## config.mk

```make
export PLATFORM = sky130hd
export DESIGN_NAME = hazard_fwd_ctrl
export DESIGN_NICKNAME = d
export VERILOG_FILES = /design/src/rtl/hazard_fwd_ctrl.sv
export SDC_FILE = /design/constraint.sdc
export NUM_CORES = 1
export LEC_CHECK = 0
export ABC_AREA = 1
export CAP_MARGIN = 30
export CORE_MARGIN = 8
export CORE_UTILIZATION = 51
export CTS_CLUSTER_DIAMETER = 120
export DETAILED_ROUTE_END_ITERATION = 8
export HOLD_SLACK_MARGIN = 0.12
export PLACE_DENSITY = 0.82
export REMOVE_ABC_BUFFERS = 1
export SYNTH_ARGS = -nofsm -noshare
export SYNTH_HDL_FRONTEND = slang
export SYNTH_SLANG_ARGS = --single-unit
```

## constraint.sdc

```tcl
create_clock -name CLK -period 1.9 [get_ports CLK]
set_input_delay 0.19 -clock CLK [delete_from_list [all_inputs] [get_ports CLK]]
set_output_delay 0.19 -clock CLK [all_outputs]
set_load 0.005 [all_outputs]
```

## src/rtl/hazard_fwd_ctrl.sv

```systemverilog
// -----------------------------------------------------------------------------
// hazard_fwd_ctrl
//
// Hazard detection and operand-forwarding control for a 5-stage in-order pipe.
//
// It keeps a small shadow record ({valid, rd, we, mem_read}) of the
// instructions in EX and MEM. From the ID instruction and those records it
// produces three things:
//   - the registered EX operand-mux selects,
//   - a one-cycle load-use stall with bubble insertion,
//   - a multi-cycle freeze while a DIV/REM occupies EX.
//
// Parameters
//   DIV_CYCLES  cycles a DIV/REM occupies EX (2..63)
//
// Ports
//   CLK                  clock, rising edge
//   RESET                asynchronous active-low reset
//   ID_VALID             ID instruction is valid
//   ID_USE_RS1/RS2       ID instruction reads rs1 / rs2
//   ID_WRITE_EN          ID instruction writes rd
//   ID_MEM_READ          ID instruction is a load
//   ID_DIV               ID instruction is DIV/REM
//   ID_RS1/RS2/RD        ID register addresses
//   FWD_SEL_A/B          registered EX operand selects:
//                          00 = register file
//                          01 = MEM-stage ALU result
//                          10 = WB-stage result
//   STALL                holds PC and IF/ID (load-use or DIV busy)
//   BUBBLE               zeroes ID/EX control (load-use only)
//   DIV_BUSY             holds ID/EX, EX/MEM and MEM/WB
// -----------------------------------------------------------------------------
module hazard_fwd_ctrl #(
  parameter int unsigned DIV_CYCLES = 32
) (
  input  logic       CLK,
  input  logic       RESET,
  input  logic       ID_VALID,
  input  logic       ID_USE_RS1,
  input  logic       ID_USE_RS2,
  input  logic       ID_WRITE_EN,
  input  logic       ID_MEM_READ,
  input  logic       ID_DIV,
  input  logic [4:0] ID_RS1,
  input  logic [4:0] ID_RS2,
  input  logic [4:0] ID_RD,
  output logic [1:0] FWD_SEL_A,
  output logic [1:0] FWD_SEL_B,
  output logic       STALL,
  output logic       BUBBLE,
  output logic       DIV_BUSY
);

  localparam logic [5:0] DIV_LOAD = 6'(DIV_CYCLES - 32'd1);

  // EX / MEM shadow records
  logic       ex_valid_q, ex_valid_d;
  logic [4:0] ex_rd_q, ex_rd_d;
  logic       ex_we_q, ex_we_d;
  logic       ex_mem_read_q, ex_mem_read_d;
  logic       mem_valid_q, mem_valid_d;
  logic [4:0] mem_rd_q, mem_rd_d;
  logic       mem_we_q, mem_we_d;
  logic       mem_mem_read_q, mem_mem_read_d;

  // DIV occupancy counter and registered selects
  logic [5:0] div_cnt_q, div_cnt_d;
  logic [1:0] sel_a_q, sel_a_d;
  logic [1:0] sel_b_q, sel_b_d;

  logic       ex_fwd_s;
  logic       mem_fwd_s;
  logic       div_busy_s;
  logic       load_use_s;
  logic [1:0] sel_a_nxt_s;
  logic [1:0] sel_b_nxt_s;

  // Priority: the newest producer (EX) wins over MEM; otherwise use the
  // register file.
  function automatic logic [1:0] fwd_select(
    input logic       rs_used,
    input logic [4:0] rs,
    input logic       ex_ok,
    input logic [4:0] ex_rd,
    input logic       mem_ok,
    input logic [4:0] mem_rd
  );
    logic [1:0] sel;
    if (rs_used && ex_ok && (rs == ex_rd)) begin
      sel = 2'b01;
    end else if (rs_used && mem_ok && (rs == mem_rd)) begin
      sel = 2'b10;
    end else begin
      sel = 2'b00;
    end
    return sel;
  endfunction

  // A record forwards only if it writes a real register; x0 never forwards.
  assign ex_fwd_s   = ex_valid_q & ex_we_q & (ex_rd_q != 5'd0);
  assign mem_fwd_s  = mem_valid_q & mem_we_q & (mem_rd_q != 5'd0);
  assign div_busy_s = (div_cnt_q != 6'd0);

  assign sel_a_nxt_s = fwd_select(ID_USE_RS1, ID_RS1, ex_fwd_s, ex_rd_q,
                                  mem_fwd_s, mem_rd_q);
  assign sel_b_nxt_s = fwd_select(ID_USE_RS2, ID_RS2, ex_fwd_s, ex_rd_q,
                                  mem_fwd_s, mem_rd_q);

  // Load-use detection; a frozen EX under DIV is never checked against ID.
  always_comb begin
    load_use_s = 1'b0;
    if (ID_VALID && ex_fwd_s && ex_mem_read_q && !div_busy_s) begin
      load_use_s = (ID_USE_RS1 && (ID_RS1 == ex_rd_q)) ||
                   (ID_USE_RS2 && (ID_RS2 == ex_rd_q));
    end else begin
      load_use_s = 1'b0;
    end
  end

  // Next-state: freeze under DIV, bubble on load-use, otherwise advance.
  always_comb begin
    ex_valid_d     = ex_valid_q;
    ex_rd_d        = ex_rd_q;
    ex_we_d        = ex_we_q;
    ex_mem_read_d  = ex_mem_read_q;
    mem_valid_d    = mem_valid_q;
    mem_rd_d       = mem_rd_q;
    mem_we_d       = mem_we_q;
    mem_mem_read_d = mem_mem_read_q;
    div_cnt_d      = div_cnt_q;
    sel_a_d        = sel_a_q;
    sel_b_d        = sel_b_q;
    if (div_busy_s) begin
      div_cnt_d = div_cnt_q - 6'd1;
    end else if (load_use_s) begin
      mem_valid_d    = ex_valid_q;
      mem_rd_d       = ex_rd_q;
      mem_we_d       = ex_we_q;
      mem_mem_read_d = ex_mem_read_q;
      ex_valid_d     = 1'b0;
      ex_rd_d        = 5'd0;
      ex_we_d        = 1'b0;
      ex_mem_read_d  = 1'b0;
      sel_a_d        = 2'b00;
      sel_b_d        = 2'b00;
    end else begin
      mem_valid_d    = ex_valid_q;
      mem_rd_d       = ex_rd_q;
      mem_we_d       = ex_we_q;
      mem_mem_read_d = ex_mem_read_q;
      ex_valid_d     = ID_VALID;
      ex_rd_d        = ID_RD;
      ex_we_d        = ID_WRITE_EN;
      ex_mem_read_d  = ID_MEM_READ;
      sel_a_d        = sel_a_nxt_s;
      sel_b_d        = sel_b_nxt_s;
      // Only a valid DIV that actually advances starts the occupancy count.
      if (ID_VALID && ID_DIV) begin
        div_cnt_d = DIV_LOAD;
      end else begin
        div_cnt_d = 6'd0;
      end
    end
  end

  // State registers with asynchronous clear.
  always_ff @(posedge CLK or negedge RESET) begin
    if (!RESET) begin
      ex_valid_q     <= 1'b0;
      ex_rd_q        <= 5'd0;
      ex_we_q        <= 1'b0;
      ex_mem_read_q  <= 1'b0;
      mem_valid_q    <= 1'b0;
      mem_rd_q       <= 5'd0;
      mem_we_q       <= 1'b0;
      mem_mem_read_q <= 1'b0;
      div_cnt_q      <= 6'd0;
      sel_a_q        <= 2'b00;
      sel_b_q        <= 2'b00;
    end else begin
      ex_valid_q     <= ex_valid_d;
      ex_rd_q        <= ex_rd_d;
      ex_we_q        <= ex_we_d;
      ex_mem_read_q  <= ex_mem_read_d;
      mem_valid_q    <= mem_valid_d;
      mem_rd_q       <= mem_rd_d;
      mem_we_q       <= mem_we_d;
      mem_mem_read_q <= mem_mem_read_d;
      div_cnt_q      <= div_cnt_d;
      sel_a_q        <= sel_a_d;
      sel_b_q        <= sel_b_d;
    end
  end

  assign FWD_SEL_A = sel_a_q;
  assign FWD_SEL_B = sel_b_q;
  assign DIV_BUSY  = div_busy_s;
  assign STALL     = load_use_s | div_busy_s;
  assign BUBBLE    = load_use_s & ~div_busy_s;

endmodule

```

**Word-level counts from Yosys, hierarchy flattened**

Cells that the tools add are included.

- Output and inout port bits: 7
- Latch bits: 0
- Input bits: 23
- Memory bits (writable): 0
- Bits in read-only memories: 0
- Logic and storage cells: 56
- Register bits after elaboration: 25
- Memories: 0

- Div/mod/pow operators: 0
- Multiply operators: 0
- Muxes and demuxes: 14
- Add/subtract/negate cells: 1
- Bitwise operators: 7
- Shift-type cells: 0
- Reductions and logical operators: 19
- $lt $le $gt $ge: 0
- Equality and inequality tests: 5

Operator list:

| kind | count |
|---|---|
| == test 5 bit | 4 |
| logical AND 1 bit | 14 |
| 2-to-1 mux 2 bit | 6 |
| 2-to-1 mux 6 bit | 2 |
| 2-to-1 mux 5 bit | 2 |
| nonzero test 5 bit | 2 |
| nonzero test 6 bit | 1 |
| subtractor 6 x 1 -> 6 bit (second input constant) | 1 |
| bitwise AND 1 bit | 5 |
| 2-to-1 mux 1 bit | 4 |
| != test 2 bit (second input constant) | 1 |
| logical NOT 1 bit | 1 |
| logical OR 1 bit | 1 |
| inverter 1 bit | 1 |
| bitwise OR 1 bit | 1 |

**Longest topological paths before layout**

Gate-level depths: netlist (run 1).

- Depth after elaboration: 8
- Depth in mapped cells: 10
- Depth with buffers taken out: 10

**Least setup slack after synthesis (run 1)**

Ideal clock, no wire load.

- Path type: register to output
- Start: register div_cnt_q[0]
- End: output STALL
- Slack: 0.390 ns
- Cell stages (with the launch flop): 10
- Path buffers: 2
- Required time: 1.710 ns
- Arrival time: 1.320 ns
- Cells stage by stage: dfrtp_1 > inv_1 > ha_1 > inv_1 > nor3_4 > nand2_2 > nor2_4 > buf_6 > buf_6 > nand2_1

- Word-level cells in the longest chain between the ends: 5

RTL lines:

| item | line | text |
|---|---|---|
| from (decl) | 67 | `logic [5:0] div_cnt_q, div_cnt_d;` |
| from (signal assigned) | 189 | `div_cnt_q <= div_cnt_d;` |
| nonzero test 6 bit (*) | 102 | `assign div_busy_s = (div_cnt_q != 6'd0);` |
| logical NOT 1 bit | 112 | `if (ID_VALID && ex_fwd_s && ex_mem_read_q && !div_busy_s) begin` |
| logical AND 1 bit | 112 |  |
| 2-to-1 mux 1 bit | 112 |  |
| bitwise OR 1 bit (*) | 198 | `assign STALL = load_use_s \| div_busy_s;` |
| to (decl) | 49 | `output logic STALL,` |

Mark *: on every way between the ends. The rest lies on a longest branch, timed or not.

**Worst setup path after layout (run 1)**

- Start: register div_cnt_q[1]
- End: output STALL

The elaborated chain is that of the path after synthesis.

==> results of run 1 <==
==> routing by layer <==
layer,GRT usage,share of wire
met3,0.0311,0.050
met5,0,0
met2,0.264,0.47
met4,0.0737,0.038
met1,0.198,0.44
==> flip-flops by register name, summed over array words and instances (netlist names) <==
register / count
FWD_SEL_A: 2
ex_valid_q: 1
div_cnt_q: 6
mem_valid_q: 1
FWD_SEL_B: 2
mem_rd_q: 5
ex_mem_read_q: 1
ex_we_q: 1
ex_rd_q: 5
mem_we_q: 1
==> path summary, 6_finish.rpt <==
path / startpoint / to / cells after the start
setup / recovery: div_cnt_q[1] / STALL / 10
hold / removal: RESET / div_cnt_q[4] / 2
setup reg to reg: div_cnt_q[1] / div_cnt_q[0] / 14
hold reg to reg: FWD_SEL_A[1] / FWD_SEL_A[1] / 2
max in group asynchronous: RESET / div_cnt_q[0] / 2
min in group CLK: ID_WRITE_EN / ex_we_q / 3
==> cells in the final DEF (no fill, tap or decap), drive strengths merged <==
cell type	Yosys	final
inv	33	33
nand4	2	2
xor2	2	2
nor3	2	2
ha	1	1
nor2	24	24
clkdlybuf4s50	0	26
a21oi	4	4
clkinv	0	1
nand2	88	88
nand3	21	21
dfrtp	25	25
clkbuf	0	3
o21ai	19	19
buf	6	29
==> metrics by stage <==
stage | setup TNS [ns] | setup slack, ns | total power (uW) | std cells
after global placement | -0.252 | -0.128 | 1950 | 298
after CTS | -0.142 | -0.125 | 2310 | 307
after floorplan | 0 | 0.119 | 1630 | 221
final | -0.0512 | -0.0512 | 2410 | 311
after global routing | -0.232 | -0.160 | 2630 | 311
after detailed placement | -0.271 | -0.139 | 1990 | 298
==> cell families after synthesis <==
family	count (synthesis)	share of synthesized area
AOI/OAI and AO/OA	23	0.0761
xor gates and xnor gates	2	0.0116
adders and majority gates	1	0.00827
buffers and inverters	39	0.114
DFF	25	0.414
and+or+nand+nor	137	0.376
==> layout make-up <==
cell class | instances | area (um2) | area share
tap | 31 | 38.8 | 0.0188
inverter | 33 | 124 | 0.0601
timing repair buffer | 55 | 492 | 0.239
sequential | 25 | 626 | 0.304
multi-input combinational | 163 | 752 | 0.365
clock inverter | 1 | 5.00 | 0.00243
clock buffer | 3 | 22.5 | 0.0109
==> power by group through the flow <==
stage	combinational [uW]	clock [uW]	sequential, uW
2_1_floorplan	670	0	955
3_3_place_gp	944	0	1010
3_5_place_dp	977	0	1010
4_1_cts	1060	246	1000
5_1_grt	1300	279	1050
6_report	1160	244	1010
==> worst max-delay path, stage by stage, from the launching register on <==
cell                      delay, ns
sky130_fd_sc_hd__dfrtp_1       0.42
sky130_fd_sc_hd__inv_2         0.08
sky130_fd_sc_hd__ha_4          0.13
sky130_fd_sc_hd__inv_2         0.04
sky130_fd_sc_hd__nor3_4        0.14
sky130_fd_sc_hd__nand4_1       0.10
sky130_fd_sc_hd__nor2_1        0.12
sky130_fd_sc_hd__nand2_1       0.10
sky130_fd_sc_hd__buf_4         0.15
sky130_fd_sc_hd__nand2_1       0.04
sky130_fd_sc_hd__buf_2         0.10
==> timing repair <==
| action | CTS | global route |
|---|---|---|
| setup endpoints to repair | 3 | 24 |
| hold buffers | 0 | 0 |
| pin swaps | 6 | 6 |
| resized for setup | 22 | 7 |
| setup buffers | 5 | 4 |
==> results.txt, run 1 <==
- Power per standard cell area: 1170 mW/mm2
* All-layer global routing usage: 0.161
- At the pin with the least slew margin, the transition time is 0.329 ns.
* Worst slack on hold paths: ~0.21 ns
- Post-synthesis sequential area ratio: 0.414
* Register clock-pin slew on the reported worst setup and hold paths: 0.14 ns
- Global-route congestion overflow total: 0
- Yosys warning total: 0
- For this run, design rule violations remaining after detail routing come to 0.
* Wirelength, routed: 4050 um
- In this run the deepest clock path goes through 2 buffers.
* Cell area after synthesis: 0.00151 mm2
- CTS root buf: sky130_fd_sc_hd__clkbuf_4
* Minimum setup slack in the final design: -0.0512 ns
* TritonCTS clock tree: built
- The analysis attributes to net switching a power of between 1000 and 1500 uW.
- Entering global routing, the biggest net connects 26 pins.
- Across the run, the number of max-cap violations was 0.
- In the post-synthesis netlist, the biggest area contributors are sky130_fd_sc_hd__dfrtp_1 (41%), sky130_fd_sc_hd__nand2_1 (22%), sky130_fd_sc_hd__inv_1 (6.9%).
- VDD sags by at most 0.988 mV.
* Worst Path Required: ~1.7 ns
- Worst clock skew: 0.00663 ns
* Total vias in the final route: 1599
- The checks that failed: setup timing.
- The first TritonRoute pass finished after 6 iterations.
* Final design area excluding fillers: 0.00206 mm2
- The initial antenna violation count was 0.
- For this run, asynchronously set or reset flops after synthesis account for 1.00.
- The tightest min-delay check is of the in2async type.
- Estimated wirelength of the detail-placed design: 2850 um
- Later-pin clock latency in the skew report: 0.33 ns
- In the finished design, the share of the clock period the worst path needs comes to 1.03.
- Number of register bits inferred by synthesis: 25
- Of the total power, the clock network draws 0.101.
- In this run the tool buffered the top-level ports with 29 buffer cells.
- For this block, the initial DRC count from the detailed router was 92.
* Global-route wire length before repair: 6660 um
* Cell with the most instances after synthesis: sky130_fd_sc_hd__nand2_1
* Number of hold violations in the final report: 0
- At the end of routability-driven placement, the weighted congestion stood at 0.881.
* Cell variety after synth: 18
- Of the total power, the share spent switching nets is 0.429.
* Starting density of the core: 0.544
* # H-tree levels: 1
- Number of routed nets with antenna violations: 0
- Worst setup SP type: flip-flop
- Leading register cell type out of synthesis: sky130_fd_sc_hd__dfrtp_1
- The layout has 232 filler cells.
* I/O pin cnt: 30
- Count of final max-slew check failures: 0
- Die outline area: 0.00496 mm2
* Final number of setup-violating endpoints: 1
* Most frequent cells after synthesis: sky130_fd_sc_hd__nand2_1 (87), sky130_fd_sc_hd__inv_1 (28), sky130_fd_sc_hd__dfrtp_1 (25)
- Core area: between 0.002 and 0.003 mm2
* Leakage power: ~0.0011 uW
- Die Wd: 70.5 um
- In this run the vertical extent of the chip is roughly 70 um.
- The number of global-route vias before repair is 1542.
- Number of diodes added for antenna fixing: 0
* Sequential cell fraction of total power: 0.419
- Placement Rows: 19
* Worst Path Arrival: 1.76 ns
- Setup slack on the worst reg-to-reg path comes out at 0.05 ns.
- Number of buffers inserted during clock tree synthesis: 3
- Number of synthesized flops with an enable pin: 0
- Result of the run: finished, violations left
- Ratio of cells with drive above 1 in the final layout: 0.175
* Largest driver fanout on the critical path: 2
- Utilization of the core after routing: 0.740
- Worst Setup Path Type: reg2out
* Post-DP Area: 0.00192 mm2
- Setup repair after global routing missed its margin: yes
* Post-Syn Area per Cell: 6.66 um2
* Tmin final: 1.95 ns
* Average wire per cell in the routed design: 13.0 um
- The synthesized design spends more area on one cell type than any other, namely sky130_fd_sc_hd__dfrtp_1.
- Internal portion of total power: ~1400 uW
- Setup crit end kind: output pin
* Fraction of power consumed by combinational cells: 0.480
* Number of nets in the finished design: 305
* Area share of the leading cell type in the synthesized netlist: 0.414
- In the routed layout, each cell is associated on average with a via count of a little over 5.
- Max Fclk: about 510 MHz
- Total clock sinks: 25
- Synthesis handed over a netlist of 227 instances.
- Area Overhead vs Synth: 36.1%
- Measured against its own limit, the worst slew margin works out to 0.781.
No activity file was read; power rests on OpenSTA's default activity.
==> inputs of run 2 (changes only) <==
--- a/config.mk
+++ b/config.mk
@@ -7,7 +7,7 @@
 export LEC_CHECK = 0
 export ABC_AREA = 1
 export CAP_MARGIN = 30
-export CORE_MARGIN = 8
+export CORE_MARGIN = 10
 export CORE_UTILIZATION = 51
 export CTS_CLUSTER_DIAMETER = 120
 export DETAILED_ROUTE_END_ITERATION = 8
==> run 2 against run 1 <==
Compared with the run above: the flow still finishes with violations (setup timing); global-route usage down 0.75 points; worst hold slack better by 0.0020 ns; sequential power about the same; core utilization down 0.85 points; clock skew up 0.00057 ns; largest cell class unchanged; largest power group unchanged.
==> results.txt, run 2 (synthesis results as in run 1) <==
* Result of the run: finished, violations left
* Failing checks: setup timing
- The placer's final routability congestion estimate was 0.935 (+6.2%).
- Setup tns final: -0.167 ns (-0.116 ns)
- The clock latency on the worst-skew pair came to 0.33 ns (about the same).
* Total clock sinks: 25 (unchanged)
- The maximum number of pins on one net before global-route repair is 26 (unchanged).
* Period Utilization, post-route: 1.05 (+0.0208)
- Global-route congestion overflow total: 0 (unchanged)
- Leading registers by flop count: div_cnt_q x6, ex_rd_q x5, mem_rd_q x5
- R2r worst-path depth: 13 (-1)
- The maximum achievable frequency came to 502 MHz (-2.0%).
- The first-pass GRT wire length came to 6880 um (+3.3%).
- Number of hold violations in the final report: 0 (unchanged)
* Placement Rows: 19 (unchanged)
- Worst Path Required: 1.71 ns (about the same)
* Core area: 0.00281 mm2 (+0.85%)
- I/O pin cnt: 30 (unchanged)
* # H-tree levels: 1 (unchanged)
- Leakage power: 0.00110 uW (about the same)
- Leaving out fill and tap cells, the most frequent cell in the layout is sky130_fd_sc_hd__nand2_1.
- Estimated wirelength of the detail-placed design: 2920 um (+2.4%)
- The total wire length after detailed routing is 3870 um (-4.5%).
- The fill cell total of the finished layout was 239 (+3.0%).
- Worst r2r src: div_cnt_q[0]
* Number of buffers inserted during clock tree synthesis: 3 (unchanged)
- Average vias per placed instance: 5.01 (-2.6%)
- Overall power of the completed layout: 2420 uW (+0.35%)
* Iteration-0 DRC count of the detailed router: 98 (+6.5%)
- The worst hold path belongs to the class in2async.
* Final number of setup-violating endpoints: 2 (+1)
* Power per standard cell area: 1180 mW/mm2 (+0.66%)
- Slowest stage cell on the critical path: sky130_fd_sc_hd__dfrtp_1
- Post-route DRC violation count: 0 (unchanged)
* Area of the multi-input gates: 739 um2 (-1.7%)
- All-layer global routing usage: 0.153 (-0.00749)
- The worst setup path is launched from a flip-flop.
- The maximum vdd ir drop was 0.755 mV (-24%).
* Register clock-pin slew on the reported worst setup and hold paths: 0.14 ns (about the same)
- Tmin final: 1.99 ns (+0.0394 ns)
- CTS root buf: sky130_fd_sc_hd__clkbuf_4
- Area Overhead vs Synth: 35.7%
- Critical path, cell by cell: inv_2 > ha_4 > inv_2 > nor3_4 > buf_4 > nand4_1 > nor2_1 > nand2_2 > nand2_1 > buf_2
* Count of final max-slew check failures: 0 (unchanged)
* Most Frequent Cell on Critical Path: sky130_fd_sc_hd__inv_2
- The library cells used most frequently in the layout, excluding fill and tap cells, are sky130_fd_sc_hd__nand2_1 (86), sky130_fd_sc_hd__clkdlybuf4s50_1 (26), sky130_fd_sc_hd__dfrtp_1 (25), sky130_fd_sc_hd__inv_1 (25), sky130_fd_sc_hd__buf_4 (24).
- TritonCTS built the clock tree.
- Setup crit end kind: output pin
* Flip-flop count of the largest register, all copies and words added: 6 (unchanged)
- Die outline area: 0.00554 mm2 (+12%)
- The worst stage delay on the critical path came to 0.42 ns (about the same).
- The initial antenna violation count is 0 (unchanged).
- Tracing the worst setup path back leads to its startpoint at div_cnt_q[0].
- Overall die height: 74.5 um (+5.7%)
- Setup repair after global routing missed its margin: yes
* Port Buf Inserts: 29 (unchanged)
* Vias in the first global route: 1621 (+5.1%)
- The arrival time at the worst endpoint is 1.80 ns (+0.04 ns).
* Total iterations of the first detailed-routing run: 4 (-2)
- Average wire per cell in the routed design: 12.4 um (-4.8%)
- By startpoint and endpoint, the worst setup path is classified as reg2out.
- Starting density of the core: 0.539 (-0.00461)
- Worst relative slew slack: 0.784 (+0.00349)
- The count of antenna-violating nets left after detailed routing came to 0 (unchanged).
- Maximum Capacitance Violations: 0 (unchanged)
- The worst-margin pin slew came to 0.324 ns (-0.00524 ns).
- Total vias in the final route: 1562 (-2.3%)
- Ratio of cells with drive above 1 in the final layout: 0.171 (-0.00418)
* Area of all sequential standard cells: 626 um2 (unchanged)
* Largest driver fanout on the critical path: 3 (+1)
* Clock buffer depth: 2 (unchanged)
* Minimum setup slack in the final design: -0.0906 ns (-0.0394 ns)
- The count of inserted antenna diode cells came to 0 (unchanged).
- The final net count came to 306 (+0.33%).
- Worst clock skew: 0.00720 ns (+0.000569 ns)
- The horizontal die dimension was 74.5 um (+5.7%).
- Register name with the most flops: div_cnt_q
run 2: where the power goes:
part           total, uW  switching [uW]  internal (uW)
clock network        248             167           80.7
logic               1170             613            560
registers            999             235            764
run 2: final timing paths:
kind | end | slack (ns)
setup / recovery | STALL | -0.09
hold / removal | div_cnt_q[4] | 0.21
setup reg to reg | div_cnt_q[0] | 0.10
hold reg to reg | mem_valid_q | 0.49
max in group asynchronous | ex_rd_q[2] | 1.45
min in group CLK | ex_we_q | 0.39
run 2: metal layers:
metal | vias to the layer above | global-route usage | routed length [um]
li1 | 808 | - | -
met1 | 704 | 0.168 | 1660
met2 | 38 | 0.261 | 1840
met3 | 12 | 0.0532 | 267
met4 | 0 | 0.0714 | 93
met5 | - | 0 | 0
run 2: per-stage QoR:
step	cell area [um2]	setup slack [ns]	std cells	utilization	hold WS, ns
6_report	2050	-0.0906	312	0.732	0.210
5_1_grt	2050	-0.217	312	0.732	0.207
4_1_cts	2030	-0.112	310	0.723	0.224
3_5_place_dp	1910	-0.192	297	0.682	0.460
3_3_place_gp	1910	-0.157	297	0.682	0.457
2_1_floorplan	1460	0.119	221	-	-0.106
run 2: layout make-up:
type	count	area share
Multi-Input combinational cell	163	0.360
Timing Repair Buffer	56	0.241
Sequential cell	25	0.305
Clock buffer	3	0.0110
Clock inverter	1	0.00366
Tap cell	31	0.0189
Inverter	33	0.0603
run 2: worst max-delay path, delay by kind of cell, from the launching register on:
family	cells	cell delay [ns]
DFF	1	0.42
buffers and inverters	4	0.36
adders and majority gates	1	0.13
and+or+nand+nor	5	0.55
run 2: what timing repair did:
action / in CTS / in global routing
hold buffers: 0 / 0
setup endpoints to repair: 3 / 24
buffers inserted: 9 / 3
resized for setup: 21 / 4
pin swaps: 6 / 5
